## src/rtl/clock_divider_multi_if.sv

```systemverilog
// Control and status bundle for clock_divider_multi.
// master: the side that drives enables, loads and restarts.
// slave: the divider itself.
interface clock_divider_multi_if #(
  parameter int NUM_CH = 4,
  parameter int CNT_W  = 28
);
  logic [NUM_CH-1:0] enable;
  logic [NUM_CH-1:0] load;
  logic [CNT_W-1:0]  div_in;
  logic              sync_restart;
  logic [NUM_CH-1:0] tick;
  logic [NUM_CH-1:0] clk_out;
  logic [NUM_CH-1:0] pending;

  modport master (
    output enable, load, div_in, sync_restart,
    input  tick, clk_out, pending
  );

  modport slave (
    input  enable, load, div_in, sync_restart,
    output tick, clk_out, pending
  );
endinterface

```

## src/rtl/clock_divider_multi.sv

```systemverilog
// Multi-channel clock divider.
// Each channel divides the system clock by a runtime-loadable divisor and
// produces a one-cycle tick enable and a divided square wave. A divisor
// loaded while a channel runs is held in a shadow register until the end of
// the current period, so periods are never cut short.
// Optional macro CLKDIV_REGOUT_EN: registers tick/clk_out (one-cycle lag,
// glitch-free). Without it, the outputs are a combinational decode of state.
module clock_divider_multi #(
  parameter int NUM_CH      = 4,
  parameter int CNT_W       = 28,
  parameter int DEFAULT_DIV = 2
) (
  input  logic                  clock,
  input  logic                  resetn,
  clock_divider_multi_if.slave  bus
);

  localparam logic [CNT_W-1:0] DEF_DIV = CNT_W'(DEFAULT_DIV);
  localparam logic             RST_CLK = (DEFAULT_DIV >= 2) ? 1'b0 : 1'b1;

  // A divisor of zero is meaningless; treat it as divide-by-one.
  function automatic logic [CNT_W-1:0] clamp_div(input logic [CNT_W-1:0] d);
    return (d == '0) ? CNT_W'(1) : d;
  endfunction

  logic [CNT_W-1:0] w_div_ld;
  assign w_div_ld = clamp_div(bus.div_in);

  for (genvar gi = 0; gi < NUM_CH; gi++) begin : g_ch
    logic [CNT_W-1:0] r_cnt;
    logic [CNT_W-1:0] r_div_act;
    logic [CNT_W-1:0] r_div_pend;
    logic             r_pend;
    logic             w_wrap;
    logic             w_tick;
    logic             w_clk;

    assign w_wrap = (r_cnt == r_div_act - CNT_W'(1));
    assign w_tick = bus.enable[gi] & w_wrap;
    assign w_clk  = (r_cnt < (r_div_act >> 1)) ? 1'b0 : 1'b1;

    // Counter and divisor update; earlier branches take priority.
    always_ff @(posedge clock or negedge resetn) begin
      if (!resetn) begin
        r_cnt      <= '0;
        r_div_act  <= DEF_DIV;
        r_div_pend <= DEF_DIV;
        r_pend     <= 1'b0;
      end else if (bus.sync_restart) begin
        r_cnt <= '0;
        if (bus.load[gi]) begin
          r_div_act <= w_div_ld;
        end else if (r_pend) begin
          r_div_act <= r_div_pend;
        end
        r_pend <= 1'b0;
      end else if (bus.load[gi] && !bus.enable[gi]) begin
        // Stopped channel: nothing to protect, apply at once.
        r_div_act <= w_div_ld;
        r_cnt     <= '0;
        r_pend    <= 1'b0;
      end else if (bus.load[gi] && w_wrap) begin
        r_cnt     <= '0;
        r_div_act <= w_div_ld;
        r_pend    <= 1'b0;
      end else if (bus.load[gi]) begin
        // Running mid-period: park the divisor until the wrap.
        r_div_pend <= w_div_ld;
        r_pend     <= 1'b1;
        r_cnt      <= r_cnt + CNT_W'(1);
      end else if (bus.enable[gi] && w_wrap) begin
        r_cnt <= '0;
        if (r_pend) begin
          r_div_act <= r_div_pend;
          r_pend    <= 1'b0;
        end
      end else if (bus.enable[gi]) begin
        r_cnt <= r_cnt + CNT_W'(1);
      end
    end

`ifdef CLKDIV_REGOUT_EN
    logic r_tick;
    logic r_clk;

    // Flop the decoded outputs so they can safely clock downstream logic.
    always_ff @(posedge clock or negedge resetn) begin
      if (!resetn) begin
        r_tick <= 1'b0;
        r_clk  <= RST_CLK;
      end else begin
        r_tick <= w_tick;
        r_clk  <= w_clk;
      end
    end

    assign bus.tick[gi]    = r_tick;
    assign bus.clk_out[gi] = r_clk;
`else
    assign bus.tick[gi]    = w_tick;
    assign bus.clk_out[gi] = w_clk;
`endif

    assign bus.pending[gi] = r_pend;
  end

endmodule

```

## src/flat_wrapper.sv

```systemverilog
// flat-port wrapper written by rule: the top's interface ports become plain ports
module clock_divider_multi_flat 
#(
  parameter int NUM_CH      = 4,
  parameter int CNT_W       = 28,
  parameter int DEFAULT_DIV = 2
)
  (clock, resetn, bus_enable, bus_load, bus_div_in, bus_sync_restart, bus_tick, bus_clk_out, bus_pending);
  clock_divider_multi_if #(.NUM_CH(NUM_CH), .CNT_W(CNT_W)) bus_i ();
  input  logic clock;
  input  logic resetn;
  input wire logic [$bits(bus_i.enable)-1:0] bus_enable;
  input wire logic [$bits(bus_i.load)-1:0] bus_load;
  input wire logic [$bits(bus_i.div_in)-1:0] bus_div_in;
  input wire logic [$bits(bus_i.sync_restart)-1:0] bus_sync_restart;
  output wire logic [$bits(bus_i.tick)-1:0] bus_tick;
  output wire logic [$bits(bus_i.clk_out)-1:0] bus_clk_out;
  output wire logic [$bits(bus_i.pending)-1:0] bus_pending;
  assign bus_i.enable = bus_enable;
  assign bus_i.load = bus_load;
  assign bus_i.div_in = bus_div_in;
  assign bus_i.sync_restart = bus_sync_restart;
  assign bus_tick = bus_i.tick;
  assign bus_clk_out = bus_i.clk_out;
  assign bus_pending = bus_i.pending;
  clock_divider_multi #(.NUM_CH(NUM_CH), .CNT_W(CNT_W), .DEFAULT_DIV(DEFAULT_DIV)) u_core (.clock(clock), .resetn(resetn), .bus(bus_i));
endmodule
```

## config.mk

```make
export PLATFORM = sky130hd
export DESIGN_NAME = clock_divider_multi_flat
export DESIGN_NICKNAME = d
export VERILOG_FILES = /design/src/rtl/clock_divider_multi_if.sv /design/src/rtl/clock_divider_multi.sv /design/src/flat_wrapper.sv
export SDC_FILE = /design/constraint.sdc
export NUM_CORES = 1
export LEC_CHECK = 0
export ABC_AREA = 0
export CORE_MARGIN = 2
export CORE_UTILIZATION = 50
export CTS_BUF_LIST = sky130_fd_sc_hd__clkbuf_4 sky130_fd_sc_hd__clkbuf_8 sky130_fd_sc_hd__clkbuf_16
export CTS_CLUSTER_SIZE = 14
export DETAILED_ROUTE_END_ITERATION = 8
export PLACE_DENSITY = 0.73
export SYNTH_ARGS = -nofsm -noshare
export SYNTH_HDL_FRONTEND = slang
export SYNTH_SLANG_ARGS = --single-unit
```

## constraint.sdc

```tcl
create_clock -name clock -period 11.4 [get_ports clock]
set_input_delay 1.14 -clock clock [delete_from_list [all_inputs] [get_ports clock]]
set_output_delay 1.14 -clock clock [all_outputs]
set_load 0.005 [all_outputs]
```

; ---- Yosys cells after proc, flatten, opt, wreduce, memory -nomap -nowiden
; Index checks and enable logic that the tools add are counted.
[totals]
output_inout_bits = 12
reg_bits = 340
[op_classes]
add_sub_neg = 8
bitwise = 13
n_reduce_logical = 37
n_mux = 77
n_eq_ne = 8
order_cmp = 4
[op_table]
columns = op, count
row1 = 28-bit two-way mux, 53
row2 = 28-bit by 1-bit adder with 28-bit output (second input constant), 4
row3 = 28-bit == test, 4
row4 = 28-bit by 27-bit less-than comparator with 1-bit output, 4
row5 = 28-bit by 1-bit subtractor with 28-bit output (second input constant), 4
row6 = 28-bit zero test, 1
row7 = 1-bit two-way mux, 24
row8 = 6-bit nonzero test, 4
row9 = 5-bit nonzero test, 4
row10 = 4-bit by 1-bit inequality test with 1-bit output (second input constant), 4
row11 = 4-bit AND reduction, 4
row12 = 4-bit nonzero test, 4
row13 = 1-bit logical AND, 12
row14 = 1-bit NOT, 9
row15 = 2-bit AND reduction, 4
row16 = 1-bit bitwise AND, 4
row17 = 1-bit zero test, 4

; ---- Depth between registers and ports, before layout
; Gate-level depths: netlist (run 1).
[logic_depth]
ltp_word = 8
mapped_depth = 14

; ---- Worst setup path before layout (run 1)
; Ideal clock, no wire load.
[synth_path]
path_type = register -> output
from = register u_core.g_ch[0].r_div_act[6]
to = output bus_tick[0]
path_stages_with_launch = 11
setup_slack_ps = 6995
required_ps = 10260
t_arrival_ps = 3265
path_cell_list = dfrtp_1 > nor4_2 > and4_1 > clkbuf_1 > a21boi_0 > nor4b_1 > or4b_1 > or3_1 > a2111oi_0 > and3_1 > buf_4
[synth_between]
elab_chain_cells = 3
[synth_rtl]
columns = item, line_no
row1 = start: declaration, clock_divider_multi.sv:31  ; logic [CNT_W-1:0] r_div_act;
row2 = start signal: assignment, clock_divider_multi.sv:52  ; r_div_act <= w_div_ld;
row3 = start signal: assignment, clock_divider_multi.sv:54  ; r_div_act <= r_div_pend;
row4 = start signal: assignment, clock_divider_multi.sv:59  ; r_div_act <= w_div_ld;
row5 = 28-bit by 1-bit subtractor with 28-bit output, clock_divider_multi.sv:38  ; assign w_wrap = (r_cnt == r_div_act - CNT_W'(1));
row6 = 28-bit == test, clock_divider_multi.sv:38
row7 = 1-bit bitwise AND, clock_divider_multi.sv:39  ; assign w_tick = bus.enable[gi] & w_wrap;
row8 = end: declaration, flat_wrapper.sv:16  ; output wire logic [$bits(bus_i.tick)-1:0] bus_tick;
; Every way passes these cells.

; ---- Final worst setup path (run 1)
; Same ends and word-level chain as after synthesis.

==> out/results.ini, run 1 <==
[synth]
async_flop_share=1.00
synth_seq_cells=340
ys_top_cells_by_area=dfrtp_1, ha_1, mux2_2
synth-main-ff-cell=dfrtp_1
synth_cell_type_count=87
avgSynthCellArea_sq_um=9.23
syn_inst=2494
ys_seq_area_frac=0.370
yosysWarnings=0
synth_nets=2645
synth_top_area_share=0.361
synth-edff-count=0
synth_area_leader_cell=dfrtp_1
syn_area_sq_mm=0.0230

[power]
cellLeakagePower_uw=0.0112
powerDensity_mw_per_mm2=144
ir_worst_vdd_v=0.000102
power.total_uw=3630

[floorplan]
dieArea_sq_mm=0.0478
pin_count=51
die_x_um=219
core_area_sq_mm=0.0454
start_util=0.507
die_height_um=219
core.rowCount=78

[hold_path]
whs_path_depth=2
min_from=u_core.g_ch[3].r_div_pend[1]
worstHoldPathType=flip-flop to flip-flop
hold_end=u_core.g_ch[3].r_div_pend[1]

[run]
cap_violations=0

[cts]
htree_levels=2
postCtsHoldBufs=0
post-cts-setup-buffer-count=0
clk_latency_ns=0.57
clockBufferDepth=3
path_clk_slew_ns=0.07
cts.sinks=340
cts_resized=0
cts_buffers=38
cts_tree=yes
cts-root-buf=clkbuf_16

[setup_path]
path_class=flip-flop to primary output
end_kind=primary output
critPathLaunchType=flip-flop
crit_buf_inv=1
required_ns=10.26
critPathLaunch=u_core.g_ch[0].r_div_act[6]
r2r_setup_slack_ns=6.70
cp_cell_sequence=nor4_2 > and4_1 > a21boi_0 > nor4b_1 > or4b_1 > or3_1 > a2111oi_0 > and3_1 > clkdlybuf4s50_1
slowest_stage=nor4_2
cp_slowest_stage_delay_ns=0.65
r2r_end=u_core.g_ch[1].r_div_pend[10]
path_max_fanout=10
crit_family=simple AND/OR/NAND/NOR gates
r2r-start=u_core.g_ch[1].r_div_act[0]
worstPathArrival_ns=4.70
rr_worst_depth=12

[global_routing]
overflow=0
track_usage=0.259
grt_pass1_vias=18700
antenna_found_initial=0
grt_max_degree=179
grt_pass1_wl_um=100000

[final_layout]
final_common_cell=dfrtp_1
layout_common_cells=dfrtp_1, inv_1, nand2_1, ha_1, nand3_1
drive_gt1_frac=0.113
final_cell_area_sq_mm=0.0253
fillers=3982
area_growth_syn_to_layout_pct=9.79
fin_util=0.557
n_antenna_cell=0
nets=2606

[detailed_routing]
wl_per_cell_um=20.0
antenna_left=0
wl_um=61700
drcViolationCount=0
via_per_inst=6.29
first_iter_violations=1607
firstDrtPassIters=8
num_vias=19400

[timing]
rsz0062_at_grt=no
finalSetupTns_ns=0
slew_violations=0
timing.final.ws_setup_ns=5.56
tightest_slew_ns=1.28
hold_viol=0
post-route-period-util=0.512
fin_skew_ns=0.0117
relSlewSlack=0.150
finalSetupViolCount=0
max_freq_ghz=0.171
finalCriticalPeriod_ns=5.84

[placed_design]
port_buffers=50
place.gp.congestion=0.908
place_hpwl_um=43500
place_ws_ns=6.15
placed_area_sq_mm=0.0238

[outcome]
status=completed

==> sequential cells by signal, summed over array words and instances, names as in the netlist <==
name and flops:
u_core.g_ch.r_cnt 112, u_core.g_ch.r_div_act 112, u_core.g_ch.r_div_pend 112, u_core.g_ch.r_pend 4
==> power by group <==
| part | internal, uW | switching (uW) | total, uW | leakage, uW |
|---|---|---|---|---|
| clock | 875 | 535 | 1410 | 0.000706 |
| sequential | 1360 | 176 | 1530 | 0.00420 |
| combinational | 320 | 371 | 691 | 0.00631 |
==> cells in the mapped netlist, types with 10 or more instances <==
master and count:
a31oi_1 37, xor2_1 65, a21o_1 40, or2_2 10, a211oi_1 12, xnor2_1 74
o22ai_1 56, nor3b_1 31, o21ai_0 76, a21oi_1 104, a221o_1 11, and3_1 53
o22a_1 29, or3_1 46, a31o_2 25, a22oi_1 28, o2bb2ai_1 29, clkbuf_1 106
a2bb2oi_1 57, nand2_1 125, buf_4 13, mux2_2 75, nor4_1 46, inv_1 193
mux2i_1 36, and2_1 14, or4_1 25, nor3_1 60, o31ai_1 18, nor2b_1 22
buf_2 26, nand3_1 107, nand2b_1 36, a22o_1 11, and4_1 16, nor2_1 107
ha_1 112, dfrtp_1 332, nand4_1 43, o211ai_1 13, mux2_4 20
==> worst min-delay path, cell delays in order (launching register included) <==
cell     delay, ns
dfstp_2       0.37
inv_1         0.06
mux2i_1       0.07
==> layout make-up <==
type | instances | area, sq um | share of cell area
multi-input cells | 1804 | 13100 | 0.519
flip-flops and latches | 340 | 8520 | 0.337
clock buffers | 50 | 1120 | 0.0443
well taps | 600 | 751 | 0.0297
inverters | 194 | 728 | 0.0288
repair buffers | 77 | 716 | 0.0283
clock inverters | 20 | 312 | 0.0123
==> cell families after synthesis <==
logic type,after synthesis,synth area share
buffers and inverters,350,0.0613
muxes,131,0.0654
DFF,340,0.370
and+or+nand+nor,792,0.193
adders and majority gates,112,0.0609
xor gates and xnor gates,139,0.0529
AOI/OAI and AO/OA,630,0.196
==> per-layer routing <==
metal | vias to the layer above | global-route usage | share of wire
met5 | - | 0 | 0
met4 | 0 | 0.0912 | 0.034
met3 | 118 | 0.0338 | 0.048
met2 | 519 | 0.414 | 0.46
met1 | 9595 | 0.361 | 0.46
li1 | 9166 | - | -
==> worst max-delay path by stage <==
stage	slack [ns]	to	cells past startpoint
global placement	6.15	bus_tick[0]	9
floorplan	7.00	bus_tick[0]	10
global route	5.35	bus_tick[0]	9
CTS	5.54	bus_tick[0]	9
finish	5.56	bus_tick[0]	9
detailed placement	6.15	bus_tick[0]	9
==> through the flow <==
stage	instances	hold slack [ns]
global placement	3015	0.481
global route	3085	0.525
floorplan	2494	0.469
detailed placement	3015	0.492
finish	3085	0.503
CTS	3085	0.504
Power figures use the tool's default switching activity.
==> run 2: changes to the inputs <==
==> constraint.sdc (replaced) <==
create_clock -name clock -period 5.4 [get_ports clock]
set_input_delay 0.54 -clock clock [delete_from_list [all_inputs] [get_ports clock]]
set_output_delay 0.54 -clock clock [all_outputs]
set_load 0.005 [all_outputs]
==> run 2 against run 1 <==
Compared with the run above: largest cell class unchanged; first-iteration DRC count rose by 6.5%; clock-buffer cell count fell by 3; cell count rose by 0.19%; die area did not move; critical path type unchanged; critical path depth did not move.
==> out/results.ini, run 2 (synthesized netlist as in run 1, its figures left out) <==
[detailed_routing]
via_per_inst=6.28  ; about the same
antenna_left=0  ; unchanged
firstDrtPassIters=5  ; -3
wl_per_cell_um=20.0  ; +0.18%
wl_um=61900  ; +0.38%
first_iter_violations=1712  ; +6.5%
drcViolationCount=0  ; unchanged
num_vias=19400  ; +0.12%

[final_layout]
multi_input_area_sq_mm=0.0131  ; about the same
fin_util=0.557  ; about the same
n_antenna_cell=0  ; unchanged
final_common_cell=dfrtp_1
area_growth_syn_to_layout_pct=9.87  ; about the same
seqCellArea_sq_mm=0.00852  ; unchanged
drive_gt1_frac=0.116  ; +0.00254
final_cell_area_sq_mm=0.0253  ; about the same
top_regs=u_core.g_ch.r_cnt x112, u_core.g_ch.r_div_act x112, u_core.g_ch.r_div_pend x112
layout_common_cells=dfrtp_1, inv_1, nand2_1, ha_1, nand3_1
nets=2616  ; +0.38%
fillers=3950  ; -0.80%

[setup_path]
cp_cell_sequence=nor4_2 > and4_1 > a21boi_0 > nor4b_1 > or4b_1 > or3_1 > a2111oi_0 > and3_1 > clkdlybuf4s50_1
critPathLaunchType=flip-flop
path_max_fanout=10  ; unchanged
worstSetupPathDepth=9  ; unchanged
slowest_stage=clkdlybuf4s50_1
crit_buf_inv=1  ; unchanged
crit_family=simple AND/OR/NAND/NOR gates
worstPathArrival_ns=4.49  ; -0.21 ns
rr_worst_depth=11  ; -1
required_ns=4.86  ; -5.40 ns
cp_slowest_stage_delay_ns=0.51  ; -0.14 ns
end_kind=primary output
path_class=flip-flop to primary output

[outcome]
status=completed

[timing]
max_freq_ghz=0.199
post-route-period-util=0.931
relSlewSlack=0.223  ; +0.0729
slew_violations=0  ; unchanged
finalSetupTns_ns=0  ; unchanged
tightest_slew_ns=1.17  ; -0.109 ns
finalCriticalPeriod_ns=5.03
finalSetupViolCount=0  ; unchanged
rsz0062_at_grt=no
fin_skew_ns=0.0199  ; +0.00817 ns
hold_viol=0  ; unchanged

[placed_design]
place_hpwl_um=44000  ; +1.2%
port_buffers=50  ; unchanged
place.gp.congestion=0.914  ; +0.67%
placed_area_sq_mm=0.0239  ; +0.30%

[floorplan]
core.rowCount=78  ; unchanged
core_area_sq_mm=0.0454  ; unchanged
die_height_um=219  ; unchanged
die_x_um=219  ; unchanged
dieArea_sq_mm=0.0478  ; unchanged
start_util=0.507  ; unchanged
pin_count=51  ; unchanged

[global_routing]
track_usage=0.263  ; +0.00350
grt_pass1_wl_um=101000  ; +1.3%
grt_max_degree=140  ; -22%
grt_pass1_vias=19000  ; +1.5%
overflow=0  ; unchanged
antenna_found_initial=0  ; unchanged

[cts]
cts_tree=yes
clk_latency_ns=0.57  ; about the same
htree_levels=2  ; unchanged
cts.sinks=340  ; unchanged
path_clk_slew_ns=0.06  ; about the same
cts_buffers=38  ; unchanged
cts-root-buf=clkbuf_16
clockBufferDepth=3  ; unchanged
post-cts-setup-buffer-count=0  ; unchanged

[hold_path]
worstHoldPathType=flip-flop to flip-flop
whs_path_depth=2  ; unchanged

[power]
ir_worst_vdd_v=0.000273  ; +170%
cellLeakagePower_uw=0.0112  ; about the same
powerDensity_mw_per_mm2=299  ; +110%

[run]
cap_violations=0  ; unchanged

==> run 2: cell types whose count changed in the layout (fill, tap and decap cells not counted), moves of 2 or more <==
cell,previous run,this run
buf_4,26,35
clkinv_2,8,5
clkbuf_16,41,39
clkbuf_4,5,3
inv_6,0,2
==> run 2: cell type report <==
type / instances / share of cell area
clock inverter: 19 / 0.0116
sequential: 340 / 0.337
timing repair buffer: 87 / 0.0314
clock buffer: 47 / 0.0422
multi-input combinational: 1804 / 0.520
tap: 600 / 0.0297
inverter: 194 / 0.0288
==> run 2: worst paths after layout <==
path                                               from                      endpoint  slack [ns]
setup / recovery           u_core.g_ch[0].r_div_act[11]                   bus_tick[0]        0.37
hold / removal             u_core.g_ch[3].r_div_pend[1]  u_core.g_ch[3].r_div_pend[1]        0.50
setup reg to reg            u_core.g_ch[2].r_div_act[6]   u_core.g_ch[2].r_div_act[0]        1.04
hold reg to reg            u_core.g_ch[3].r_div_pend[1]  u_core.g_ch[3].r_div_pend[1]        0.50
max in group asynchronous                        resetn      u_core.g_ch[0].r_cnt[10]        3.48
min in group asynchronous                        resetn   u_core.g_ch[2].r_div_act[7]        0.55
==> run 2: routing by layer <==
metal / global-route usage / part of all wire
met5: 0 / 0
met4: 0.0950 / 0.031
met3: 0.0296 / 0.049
met2: 0.424 / 0.47
met1: 0.365 / 0.45
==> run 2: worst register-to-register path: stages, from the launching register on <==
cell and delay [ns]:
dfrtp_1 0.42, or4_1 0.71, or3_4 0.45, or4_1 0.53
a21oi_2 0.19, o2111ai_2 0.15, nor4_4 0.47, nor2_2 0.05
buf_4 0.27, nor2_2 0.56, buf_4 0.32, o22ai_1 0.09
==> run 2: repair_timing <==
item / in CTS / in global routing
endpoints found under the hold margin: 16 / 0
hold buffers: 1 / 0
endpoints found under the setup margin: 0 / 1
resized for setup: 0 / 1
==> run 2: power by group <==
group | internal, uW | switching [uW]
registers | 2860 | 383
logic | 679 | 788
clock network | 1740 | 1120
==> run 2: stage by stage <==
stage / cells / hold WS, ns / setup slack [ns] / total power [uW]
2_1_floorplan: 2494 / 0.244 / 1.60 / 4250
3_3_place_gp: 3024 / 0.481 / 0.899 / 4650
3_5_place_dp: 3024 / 0.489 / 0.808 / 4720
4_1_cts: 3091 / 0.499 / 0.205 / 7600
5_1_grt: 3091 / 0.516 / 0.175 / 7920
6_report: 3091 / 0.503 / 0.373 / 7570
==> run 3: changes to the inputs <==
--- a/config.mk
+++ b/config.mk
@@ -11,6 +11,7 @@
 export CTS_BUF_LIST = sky130_fd_sc_hd__clkbuf_4 sky130_fd_sc_hd__clkbuf_8 sky130_fd_sc_hd__clkbuf_16
 export CTS_CLUSTER_SIZE = 14
 export DETAILED_ROUTE_END_ITERATION = 8
+export GPL_TIMING_DRIVEN = 0
 export PLACE_DENSITY = 0.73
 export SYNTH_ARGS = -nofsm -noshare
 export SYNTH_HDL_FRONTEND = slang
==> run 3 against run 2 <==
Compared with the run above: clock power grew 2%; global-route usage up 0.69 points; critical path depth grew 2; first-iteration DRC count shrank 9.2%; flip-flop and latch count unchanged; cell count rose by 4.0%; setup slack lost 0.23 ns; via count increased by 2.9%; design area up 1.9%; wire length increased by 3.9%; fmax down 4.4%; register-to-register slack got worse by 0.13 ns; largest cell class unchanged.
==> out/results.ini, run 3 (synthesized netlist as in run 1, its figures left out) <==
[setup_path]
critPathLaunch=u_core.g_ch[0].r_div_act[3]
rr_worst_depth=13  ; +2
critPathLaunchType=flip-flop
path_max_fanout=10  ; unchanged
worstPathArrival_ns=4.72  ; +0.23 ns
r2r-start=u_core.g_ch[3].r_div_act[0]
path_class=flip-flop to primary output
required_ns=4.86  ; about the same
r2r_setup_slack_ns=0.91  ; -0.13 ns
end_kind=primary output
endpoint=bus_tick[0]
r2r_end=u_core.g_ch[3].r_cnt[26]

[detailed_routing]
wl_per_cell_um=20.0  ; about the same
wl_um=64400  ; +3.9%
antenna_left=0  ; unchanged
num_vias=20000  ; +2.9%
firstDrtPassIters=6  ; +1
via_per_inst=6.22  ; -1.0%
first_iter_violations=1555  ; -9.2%
drcViolationCount=0  ; unchanged

[timing]
slew_violations=0  ; unchanged
post-route-period-util=0.974  ; +0.0429
finalSetupViolCount=0  ; unchanged
finalCriticalPeriod_ns=5.26  ; +0.232 ns
hold_viol=0  ; unchanged
rsz0062_at_grt=no
tightest_slew_ns=1.42  ; +0.255 ns
fin_skew_ns=0.0176  ; -0.00232 ns
max_freq_ghz=0.190  ; -4.4%
timing.final.ws_setup_ns=0.141  ; -0.232 ns
relSlewSlack=0.0454  ; -0.177

[placed_design]
port_buffers=44  ; -12%
place_ws_ns=0.234  ; -0.573 ns
post-place-cells=3141  ; +3.9%
place.gp.congestion=0.951  ; +4.0%
place_hpwl_um=47600  ; +8.2%

[floorplan]
dieArea_sq_mm=0.0478  ; unchanged
die_height_um=219  ; unchanged
core.rowCount=78  ; unchanged
start_util=0.507  ; unchanged
pin_count=51  ; unchanged
die_x_um=219  ; unchanged
core_area_sq_mm=0.0454  ; unchanged

[power]
powerDensity_mw_per_mm2=298  ; -0.49%
cellLeakagePower_uw=0.0114  ; +1.7%
ir_worst_vdd_v=0.000194  ; -29%
power.total_uw=7670  ; +1.4%

[run]
cap_violations=0  ; unchanged

[final_layout]
drive_gt1_frac=0.114  ; -0.00128
fillers=3995  ; +1.1%
nets=2735  ; +4.5%
layout.cells.non_filler=3215  ; +4.0%
fin_util=0.568  ; +0.0105
n_antenna_cell=0  ; unchanged
final_common_cell=dfrtp_1
top_regs=u_core.g_ch.r_cnt x112, u_core.g_ch.r_div_act x112, u_core.g_ch.r_div_pend x112
layout_common_cells=dfrtp_1, inv_1, nand2_1, ha_1
area_growth_syn_to_layout_pct=11.9

[cts]
clk_latency_ns=0.57  ; about the same
htree_levels=2  ; unchanged
cts.sinks=340  ; unchanged
clockBufferDepth=3  ; unchanged
path_clk_slew_ns=0.06  ; about the same
cts-root-buf=clkbuf_16
cts_buffers=39  ; +2.6%
cts_tree=yes

[global_routing]
grt_pass1_vias=19400  ; +2.1%
antenna_found_initial=2  ; +2
track_usage=0.270  ; +0.00687
grt_pass1_wl_um=103000  ; +2.1%
overflow=0  ; unchanged
grt_max_degree=129  ; -7.9%

[hold_path]
worstHoldPathType=input port to flip-flop

[outcome]
status=completed

## run 3: cell count changes in the layout (fill, tap and decap cells not counted), sizes merged
cell,delta
clkbuf,+105
buf,+18
clkdlybuf4s50,-5
inv,+5
clkinvlp,+1
## run 3: layout make-up
type                       instances  area (sq um)  area share
buffer                           155           678      0.0263
clock buffer                      47          1070      0.0417
clock inverter                    25           337      0.0131
inverter                         194           728      0.0283
multi-input combinational       1804         13100       0.509
sequential                       340          8520       0.331
tap                              600           751      0.0291
timing repair buffer              50           553      0.0215
## run 3: what timing repair did
item,4_1_cts,5_1_grt
resized for setup,3,3
endpoints found under the setup margin,1,2
buffers inserted,0,2
hold buffers,1,0
pin swaps,0,1
hold endpoints to repair,48,0
## run 3: through the flow
step / instance area [sq um] / hold WS, ns / setup TNS, ns
after floorplan: 23000 / 0.244 / 0
after global placement: 24200 / 0.481 / -3636.97
after detailed placement: 24300 / 0.468 / 0
after CTS: 25700 / 0.414 / 0
after global routing: 25800 / 0.495 / 0
final: 25800 / 0.436 / 0
## run 3: worst max-delay path, cell delays in order (launching register included)
cell and delay [ns]:
dfrtp_1 0.36, clkbuf_1 0.22, nor4_4 0.37, and4_2 0.43, a21boi_0 0.16, nor4b_2 0.40, or4b_1 0.45, or3_1 0.30
a2111oi_0 0.54, and3_1 0.30, buf_4 0.12, clkdlybuf4s50_1 0.48
## run 3: worst min path at each step
| stage | start | endpoint | slack, ns | depth (start not counted) |
|---|---|---|---|---|
| after global placement | u_core.g_ch[3].r_div_pend[1] | u_core.g_ch[3].r_div_pend[1] | 0.48 | 2 |
| after floorplan | resetn | u_core.g_ch[0].r_cnt[0] | 0.24 | 0 |
| final | bus_load[3] | u_core.g_ch[3].r_pend | 0.44 | 3 |
| after detailed placement | resetn | u_core.g_ch[2].r_cnt[7] | 0.47 | 1 |
| after CTS | bus_load[3] | u_core.g_ch[3].r_pend | 0.41 | 3 |
| after global routing | bus_load[3] | u_core.g_ch[3].r_pend | 0.50 | 3 |
## run 3: power by group
group / switching (uW) / leakage (uW) / internal (uW)
Clock: 1160 / 0.000692 / 1770
Combinational: 858 / 0.00652 / 698
Sequential: 331 / 0.00420 / 2860
Total: 2350 / 0.0114 / 5330
## run 3: layer usage
layer	routed length [um]	vias up	global-route usage
met4	2350	4	0.100
met5	23	-	0
met1	28400	9836	0.358
met2	30300	585	0.448
met3	3230	149	0.0363
li1	-	9417	-
